**src/rtl/pwm_sched_pkg.sv**
```systemverilog
// Shared types and defaults for the PWM ramp scheduler.
// Defines the state encoding seen on the state output and the default duty width and step.
package pwm_sched_pkg;

    localparam int STATE_W  = 2;
    localparam int DEF_W    = 8;
    localparam int DEF_STEP = 16;

    typedef enum logic [STATE_W-1:0] {
        ST_STOPPED  = 2'd0,
        ST_RUN      = 2'd1,
        ST_STOPPING = 2'd2
    } sched_state_t;

endpackage

```
**src/rtl/pwm_ramp_step.sv**
```systemverilog
// Single-channel ramp step: moves cur toward eff by at most STEP.
// The result lands exactly on eff and never wraps.
module pwm_ramp_step
    import pwm_sched_pkg::*;
#(
    parameter int W    = DEF_W,
    parameter int STEP = DEF_STEP
) (
    input  logic [W-1:0] cur,
    input  logic [W-1:0] eff,
    output logic [W-1:0] nxt
);

    localparam logic [W-1:0] STEP_W = W'(STEP);

    logic [W-1:0] up_gap;
    logic [W-1:0] down_gap;

    assign up_gap   = eff - cur;
    assign down_gap = cur - eff;

    always_comb begin
        nxt = cur;
        if (cur < eff) begin
            nxt = (up_gap > STEP_W) ? cur + STEP_W : eff;
        end else if (cur > eff) begin
            nxt = (down_gap > STEP_W) ? cur - STEP_W : eff;
        end
    end

endmodule

```
**src/rtl/pwm_ramp_scheduler.sv**
```systemverilog
// Multi-channel PWM sharing one period counter; duties ramp toward their targets on
// period boundaries, and a soft stop ramps every channel to 0 before halting.
module pwm_ramp_scheduler
    import pwm_sched_pkg::*;
#(
    parameter int N_CH     = 4,
    parameter int W        = DEF_W,
    parameter int STEP     = DEF_STEP,
    parameter int RAMP_DIV = 1
) (
    input  logic            clk,
    input  logic            rst,
    input  logic            run_en,
    input  logic            wr_valid,
    output logic            wr_ready,
    input  logic [2:0]      wr_chan,
    input  logic [W-1:0]    wr_duty,
    output logic            wr_err,
    output logic [N_CH-1:0] pwm_out,
    output logic            period_start,
    output logic            busy,
    output logic [1:0]      state
);

    localparam int DIV_W = (RAMP_DIV > 1) ? $clog2(RAMP_DIV) : 1;
    localparam logic [DIV_W-1:0] DIV_LAST = DIV_W'(RAMP_DIV - 1);

    sched_state_t     state_reg;
    logic [W-1:0]     cnt_reg;
    logic [DIV_W-1:0] div_reg;
    logic [W-1:0]     tgt_reg [N_CH];
    logic [W-1:0]     cur_reg [N_CH];
    logic [W-1:0]     eff     [N_CH];
    logic [W-1:0]     cur_next[N_CH];
    logic [N_CH-1:0]  pwm_reg;
    logic [N_CH-1:0]  pwm_next;
    logic [N_CH-1:0]  busy_vec;
    logic [N_CH-1:0]  next_zero;
    logic             wr_ready_reg;
    logic             wr_err_reg;
    logic             period_start_reg;
    logic             period_end;
    logic             tick;
    logic             wr_fire;
    logic             chan_bad;

    assign period_end = (cnt_reg == '1);
    assign tick       = period_end && (div_reg == DIV_LAST);
    assign wr_fire    = wr_valid && wr_ready_reg;
    assign chan_bad   = ({1'b0, wr_chan} >= 4'(N_CH));

    generate
        for (genvar gi = 0; gi < N_CH; gi++) begin : g_ch
            // Soft stop is expressed purely as a zero effective target.
            assign eff[gi] = (state_reg == ST_RUN) ? tgt_reg[gi] : '0;

            pwm_ramp_step #(.W(W), .STEP(STEP)) u_step (
                .cur (cur_reg[gi]),
                .eff (eff[gi]),
                .nxt (cur_next[gi])
            );

            assign pwm_next[gi]  = (state_reg != ST_STOPPED) && (cnt_reg < cur_reg[gi]);
            assign busy_vec[gi]  = (cur_reg[gi] != eff[gi]);
            assign next_zero[gi] = (cur_next[gi] == '0);
        end
    endgenerate

    always_ff @(posedge clk) begin
        if (rst) begin
            state_reg        <= ST_STOPPED;
            cnt_reg          <= '0;
            div_reg          <= '0;
            pwm_reg          <= '0;
            wr_ready_reg     <= 1'b0;
            wr_err_reg       <= 1'b0;
            period_start_reg <= 1'b0;
            for (int i = 0; i < N_CH; i++) begin
                tgt_reg[i] <= '0;
                cur_reg[i] <= '0;
            end
        end else begin
            wr_ready_reg     <= 1'b1;
            wr_err_reg       <= wr_fire && chan_bad;
            period_start_reg <= period_end && (state_reg != ST_STOPPED);
            pwm_reg          <= pwm_next;

            // A write landing on a tick edge is seen by the following tick only.
            for (int i = 0; i < N_CH; i++) begin
                if (wr_fire && (wr_chan == 3'(i))) begin
                    tgt_reg[i] <= wr_duty;
                end
                if (tick) begin
                    cur_reg[i] <= cur_next[i];
                end
            end

            if (state_reg == ST_STOPPED) begin
                cnt_reg <= '0;
                div_reg <= '0;
            end else begin
                cnt_reg <= cnt_reg + 1'b1;
                if (period_end) begin
                    div_reg <= (div_reg == DIV_LAST) ? '0 : div_reg + 1'b1;
                end
            end

            case (state_reg)
                ST_STOPPED: begin
                    if (run_en) begin
                        state_reg <= ST_RUN;
                    end
                end
                ST_RUN: begin
                    if (!run_en) begin
                        state_reg <= ST_STOPPING;
                    end
                end
                ST_STOPPING: begin
                    if (run_en) begin
                        state_reg <= ST_RUN;
                    end else if (tick && (&next_zero)) begin
                        state_reg <= ST_STOPPED;
                        cnt_reg   <= '0;
                    end
                end
                default: state_reg <= ST_STOPPED;
            endcase
        end
    end

    assign wr_ready     = wr_ready_reg;
    assign wr_err       = wr_err_reg;
    assign pwm_out      = pwm_reg;
    assign period_start = period_start_reg;
    assign busy         = |busy_vec;
    assign state        = state_reg;

endmodule

```
**config.mk**
```make
export PLATFORM = sky130hd
export DESIGN_NAME = pwm_ramp_scheduler
export DESIGN_NICKNAME = d
export VERILOG_FILES = /design/src/rtl/pwm_sched_pkg.sv /design/src/rtl/pwm_ramp_step.sv /design/src/rtl/pwm_ramp_scheduler.sv
export SDC_FILE = /design/constraint.sdc
export NUM_CORES = 1
export LEC_CHECK = 0
export CAP_MARGIN = 0
export CORE_MARGIN = 5
export CORE_UTILIZATION = 49
export CTS_CLUSTER_DIAMETER = 40
export DETAILED_ROUTE_END_ITERATION = 10
export DONT_BUFFER_PORTS = 1
export SYNTH_ARGS = -nofsm -noshare
export SYNTH_HDL_FRONTEND = slang
export SYNTH_SLANG_ARGS = --single-unit
export TNS_END_PERCENT = 1
```
**constraint.sdc**
```tcl
create_clock -name clk -period 6 [get_ports clk]
set_clock_uncertainty 0.15 [all_clocks]
set_input_delay 0.3 -clock clk [delete_from_list [all_inputs] [get_ports clk]]
set_output_delay 0.3 -clock clk [all_outputs]
set_load 0.02 [all_outputs]
```
; After elaboration in Yosys (flattened, before gate mapping)
; Memory sizes are Yosys's and may differ from the RTL's.
; Cells that the tools add are included.
; Widths: inputs -> output; s select.
[word_totals]
n_memories = 2
wordCells = 150
mem_bits_rw = 64
ff_bits = 18
[memory_table]
columns = name, depth, word_bits, read_ports, rd_ports_with_merged_regs, wr, line_no
row1 = cur_reg, 4, 8, 4, 0, 4, pwm_ramp_scheduler.sv:32  ; logic [W-1:0] cur_reg [N_CH];
row2 = tgt_reg, 4, 8, 4, 0, 4, pwm_ramp_scheduler.sv:31  ; logic [W-1:0] tgt_reg [N_CH];
[classes]
bitwise = 9
n_lt_le_gt_ge = 21
n_eq_ne = 13
muxes = 56
n_reduce_logical = 24
n_addsub = 18
[ops]
columns = op, count
row1 = $mux 8, 32
row2 = $gt 8x5->1 const B, 8
row3 = $lt 8x8->1, 8
row4 = $sub 8x8->8, 8
row5 = $add 8x5->8 const B, 4
row6 = $gt 8x8->1, 4
row7 = $logic_not 8->1, 4
row8 = $ne 8x8->1, 4
row9 = $sub 8x5->8 const B, 4
row10 = $mux 1, 19
row11 = $logic_and 1x1->1, 13
row12 = $add 8x1->8 const B, 1
row13 = $eq 8x8->1 const B, 1
row14 = $mux 2, 4
row15 = $or 1x1->1, 8
row16 = $eq 3x2->1 const B, 2
row17 = $pmux 2 s3, 1
row18 = $ne 2x2->1 const B, 2
row19 = $reduce_and 4->1, 1
row20 = $reduce_or 4->1, 1
row21 = $eq 3x1->1 const B, 1
row22 = $ge 3x3->1 const B, 1
row23 = $logic_not 3->1, 1
row24 = $ne 3x3->1 const B, 1
row25 = other kinds (8), 8

; Logic depth before layout (Yosys ltp)
[logic_depth]
word_depth = 13
mapped_depth = 21

; By module
; From an unflattened synthesis, not the netlist that was laid out.
[unflattened]
hier_cells = 1019
area_unflattened_um2 = 8984.9
[modules_own_cells]
columns = module, instances, cells_per_inst, area_each_um2
row1 = pwm_ramp_scheduler, 1, 441, 4643.2
row2 = pwm_ramp_step (g_ch[1].u_step ...), 3, 146, 1112.3
row3 = pwm_ramp_step (g_ch[0].u_step), 1, 140, 1004.7

; Worst setup path after synthesis
; No wires, ideal clock.
[synth_path]
kind = register to register
from = reg state_reg[0], in the netlist state[0]
to = reg cnt_reg[1]
required_time_ps = 5734
setup_ps = 116
t_arrival_ps = 4353
setup_slack_ps = 1381
path_stages_with_launch = 19
path_cell_list = dfxtp_1 nor2b_1 clkbuf_1 clkbuf_1 buf_1 nand2_1 inv_1 ha_1 buf_6 nor3b_1 a311oi_1 o311ai_1 nor4_4 a22oi_4 a22o_1 or4_4 nor3_2 and3_4 nor3b_2
[synth_via]
elab_chain_cells = 13
word_cells_on_any_way = 57
[synth_rtl]
columns = element, line_no
row1 = from (decl), pwm_ramp_scheduler.sv:28  ; sched_state_t state_reg;
row2 = from (signal assigned), pwm_ramp_scheduler.sv:71  ; state_reg <= ST_STOPPED;
row3 = from (signal assigned), pwm_ramp_scheduler.sv:111  ; state_reg <= ST_RUN;
row4 = from (signal assigned), pwm_ramp_scheduler.sv:116  ; state_reg <= ST_STOPPING;
row5 = $eq 2x1->1, pwm_ramp_scheduler.sv:55  ; assign eff[gi] = (state_reg == ST_RUN) ? tgt_reg[gi] : '0;
row6 = $mux 8, pwm_ramp_scheduler.sv:55
row7 = $sub 8x8->8, pwm_ramp_step.sv:20  ; assign down_gap = cur - eff;
row8 = $gt 8x5->1, pwm_ramp_step.sv:27  ; nxt = (down_gap > STEP_W) ? cur - STEP_W : eff;
row9 = $mux 8, pwm_ramp_step.sv:27
row10 = $mux 8, pwm_ramp_step.sv:26  ; end else if (cur > eff) begin
row11 = $mux 8, pwm_ramp_step.sv:24  ; if (cur < eff) begin
row12 = $logic_not 8->1, pwm_ramp_scheduler.sv:65  ; assign next_zero[gi] = (cur_next[gi] == '0);
row13 = $reduce_and 4->1, pwm_ramp_scheduler.sv:122  ; end else if (tick && (&next_zero)) begin
row14 = $logic_and 1x1->1, pwm_ramp_scheduler.sv:122
row15 = $mux 8, pwm_ramp_scheduler.sv:122
row16 = $mux 8, pwm_ramp_scheduler.sv:120  ; if (run_en) begin
row17 = $mux 8 (*), pwm_ramp_scheduler.sv:108  ; case (state_reg)
row18 = to (signal assigned), pwm_ramp_scheduler.sv:102  ; cnt_reg <= cnt_reg + 1'b1;
row19 = to (decl), pwm_ramp_scheduler.sv:29  ; logic [W-1:0] cnt_reg;
; Mark *: on every way between the ends. The rest lies on a longest branch, timed or not.
; A chain may end at the register's enable or synchronous reset.

; Worst setup path after layout
[layout_path]
from = reg state_reg[0], in the netlist state[0]
to = reg state_reg[1], in the netlist state[1]
[layout_via]
elab_chain_cells = 12
word_cells_on_any_way = 58
[layout_rtl]
columns = element, line_no
row1 = $eq 2x1->1, "pwm_ramp_scheduler.sv:55, pwm_ramp_scheduler.sv:108"
row2 = $mux 8, pwm_ramp_scheduler.sv:55
row3 = $sub 8x8->8, pwm_ramp_step.sv:20
row4 = $gt 8x5->1, pwm_ramp_step.sv:27
row5 = $mux 8, pwm_ramp_step.sv:27
row6 = $mux 8, pwm_ramp_step.sv:26
row7 = $mux 8, pwm_ramp_step.sv:24
row8 = $logic_not 8->1, pwm_ramp_scheduler.sv:65
row9 = $reduce_and 4->1, pwm_ramp_scheduler.sv:122
row10 = $logic_and 1x1->1, pwm_ramp_scheduler.sv:122
row11 = $ne 3x3->1 (no source line), -
row12 = $reduce_and 3->1 (no source line), -
; Several ways; a longest one is shown, not always the timed one.

==> run_results.csv <==
group,metric,value,unit
global_route,grt_antenna_before_repair,0,
clock_tree,cts_root_buf,"clkbuf_16",
timing,fin_crit_sh,91.3,%
synth,synthFlopType,"edfxtp_1",
routing,routedWlPerCell,18.3,um
layout,final_nets,1119,
synth,ys_types,98,
clock_tree,cts_tree,"yes",
synth,syn-num-nets,1122,
floorplan,ioPinCount,25,
floorplan,initial_core_util,49.4,%
floorplan,fp.dieW,141,um
clock_tree,cts_setup_buffers,0,
routing,drc_errors,0,
timing,rsz0062_at_grt,"false",
placement,gp_congestion,0.862,
timing,tns,0,ns
synth,yosys.area.top_type,"edfxtp_1",
worst_setup_path,worst_setup_path_start_kind,"register",
power,power_density,179,nW/um^2
routing,wirelength,22400,um
status,outcome,"completed",
synth,async_reset_ff_share,0,%
global_route,grt_pass1_vias,6931,
clock_tree,clkTransAtPathRegs,0.06,ns
routing,drt_iter0_drc,475,
worst_setup_path,reg2reg_slack,0.52,ns
power,power_frac_clock,34.1,%
layout,syn_to_final_growth,6.58,%
routing,num_vias,7185,
synth,yosys.area.top_type_share,22.7,%
global_route,gr-total-overflow,0,
synth,yosys.area_share.simple,24.5,%
timing,holdWs,0.0113,ns
timing,final_hold_viol_count,0,
power,power,0.00162,W
floorplan,core-area,17100,sq um
placement,dp_hpwl,17200,um
power,internal_power,0.00111,W
flow_run,max_cap_viol_count,0,
placement,place.port_buffers,0,
timing,min_period,5.48,ns
worst_setup_path,crit_path_end_kind,"register",
timing,setup_violations,0,
floorplan,die_y,141,um
power,vdd_drop_max,0.167,mV
synth,synth_seq_cells,81,
worst_setup_path,critPathMaxFanout,18,
timing,fmax,183,MHz
synth,synth_top_family_by_area,"simple AND/OR/NAND/NOR gates",
routing,ant_nets,0,
clock_tree,clockBufferDepth,2,
synth,ys_seq_area_share,26.7,%
worst_hold_path,hp-start,"wr_duty[2]",
worst_setup_path,critPathRequiredTime,6.08,ns
floorplan,dieArea,20000,sq um
synth,synthXorXnorAreaFrac,3.83,%
layout,drive_above_1_share,6.40,%
worst_setup_path,r2r-end,"state[1]$_SDFFE_PP0P_",
global_route,grt_pass1_wl,36500,um
timing,slew_headroom,20.3,%
worst_hold_path,hold_path.class,"in -> reg",
synth,synth_compound_area_share,19.7,%
power,power_switching,0.000507,W
worst_setup_path,crit_type,"reg -> reg",
clock_tree,clock_latency,0.35,ns
clock_tree,htreeDepth,3,
timing,tightest_slew,1.18,ns
worst_setup_path,worstPathArrival,5.56,ns
layout,fillers,1672,
synth,synth_area_per_cell,8.48,sq um
floorplan,num_rows,48,
worst_hold_path,hold_end,"tgt_reg[2][2]$_SDFFCE_PN0P_",
global_route,grt_max_degree,25,
synth,synth_cells,998,
routing,via_per_inst,5.87,
timing,drv_slew,0,
synth,yosys.area_share.adder,16.5,%
power,pwr-share-seq,40.5,%
worst_setup_path,worstRegToRegCells,17,
routing,drt_first_pass_iters,5,
power,p_sw_share,31.4,%
synth,synth_edf_count,64,
worst_hold_path,holdPathStages,1,
synth,synth_mux_area_share,2.99,%
synth,yosysWarningCount,0,
power,leakage,3.89,nW
clock_tree,clkSinkCount,81,
power,pwr-share-comb,25.4,%
worst_setup_path,r2r_start,"state[0]$_SDFFE_PP0P_",
synth,synth.area.top_cells,"edfxtp_1 (23%), ha_1 (16%), a21oi_1 (4.2%), dfxtp_1 (4.0%), inv_1 (3.7%)",
global_route,grtUsageTotal,22.7,%
clock_tree,numCtsBuffers,9,
synth,syn-cell-area,8460,sq um
layout,antenna_cells,0,
how the worst max path moves through the flow:
stage	slack, ns	start	endpoint	cells past startpoint
after floorplan	1.38	state[0]$_SDFFE_PP0P_	cnt_reg[1]$_SDFF_PP0_	18
after global placement	0.84	state[0]$_SDFFE_PP0P_	cnt_reg[0]$_SDFF_PP0_	16
after detailed placement	0.82	state[0]$_SDFFE_PP0P_	cnt_reg[0]$_SDFF_PP0_	16
after CTS	0.33	state[0]$_SDFFE_PP0P_	state[1]$_SDFFE_PP0P_	17
after global routing	0.07	state[0]$_SDFFE_PP0P_	state[1]$_SDFFE_PP0P_	16
final	0.52	state[0]$_SDFFE_PP0P_	state[1]$_SDFFE_PP0P_	17
power by group through the flow:
stage	combinational, W	sequential (W)	clock (W)
final	0.000410	0.000654	0.000552
after global routing	0.000457	0.000656	0.000582
after CTS	0.000408	0.000653	0.000560
after detailed placement	0.000397	0.000665	0
after global placement	0.000398	0.000665	0
after floorplan	0.000320	0.000656	0
synth_stat cells, types with 15 or more instances:
master / count
a21o_1: 17
a21oi_1: 71
and2_1: 35
nor2_1: 82
dfxtp_1: 17
inv_1: 83
nand2_1: 81
nand3_1: 29
xnor2_1: 25
nand2b_1: 18
clkbuf_1: 15
ha_1: 105
edfxtp_1: 64
nor3_1: 33
nor4_1: 17
a211oi_1: 16
o21ai_0: 45
mux2i_1: 23
final cells by class:
cell class / count / area [sq um] / area share (%)
Inverter: 85 / 319 / 3.54
Tap cell: 225 / 282 / 3.12
Timing Repair Buffer: 17 / 153 / 1.69
Sequential cell: 81 / 2260 / 25.1
Clock buffer: 13 / 240 / 2.66
Multi-Input combinational cell: 801 / 5720 / 63.4
Clock inverter: 3 / 41.3 / 0.458
placed cells by master, fill, tap and decap left out, drive strengths merged, types with 8 or more instances in the layout:
master       instances
xnor2               25
inv                 84
o21ai               46
mux2i               23
nand2b              19
nor2                84
clkbuf              13
a211oi              20
dfxtp               17
a21oi               74
a21o                18
nand4                8
nand2               82
nor3                41
dlygate4sd3         10
nor4                19
o211ai              14
edfxtp              64
nor2b               14
or4                  9
nand3               29
ha                 105
xor2                12
or3                  9
nand3b               9
and2                35
metrics by stage:
stage	area [sq um]	utilization [%]	setup slack, ns	instances
2_1_floorplan	8460	-	1.38	998
3_3_place_gp	8630	50.4	0.836	1199
3_5_place_dp	8630	50.4	0.816	1199
4_1_cts	9010	52.6	0.328	1225
5_1_grt	9010	52.7	0.0653	1225
6_report	9010	52.7	0.525	1225
cells by family (layout without fill, tap and decap cells):
family | Yosys count | in the layout
AO/OA/AOI/OAI | 244 | 244
XOR/XNOR | 37 | 37
adder cells (fa/ha/maj) | 109 | 109
buffers and inverters | 116 | 118
flip-flops | 81 | 81
multiplexers | 25 | 25
AND/OR/NAND/NOR | 386 | 386
repair_timing:
action / CTS / global route
hold buffers: 10 / 0
resized for setup: 0 / 1
setup endpoints to repair: 0 / 1
endpoints found under the hold margin: 28 / 0
worst max-delay path: stages (launching register included):
cell           delay (ns)
dfxtp_1              0.57
nor2b_4              0.41
buf_4                0.30
nand2_1              0.12
inv_1                0.14
ha_1                 0.30
nand2b_2             0.14
a21oi_2              0.08
xor2_1               0.15
o32a_2               0.37
nor4_4               0.51
a211oi_1             0.15
o31ai_1              0.50
o211ai_1             0.28
nor4_2               0.35
and3b_2              0.21
nor4_1               0.05
dlygate4sd3_1        0.55
layer usage:
layer | global-route usage [%] | share of wire (%) | up-vias
li1 | - | - | 3617
met3 | 3.51 | 4.5 | 24
met4 | 5.15 | 1.4 | 0
met5 | 0 | 0 | -
met2 | 36.8 | 45 | 166
met1 | 32.0 | 49 | 3378
Power figures use the tool's default switching activity.
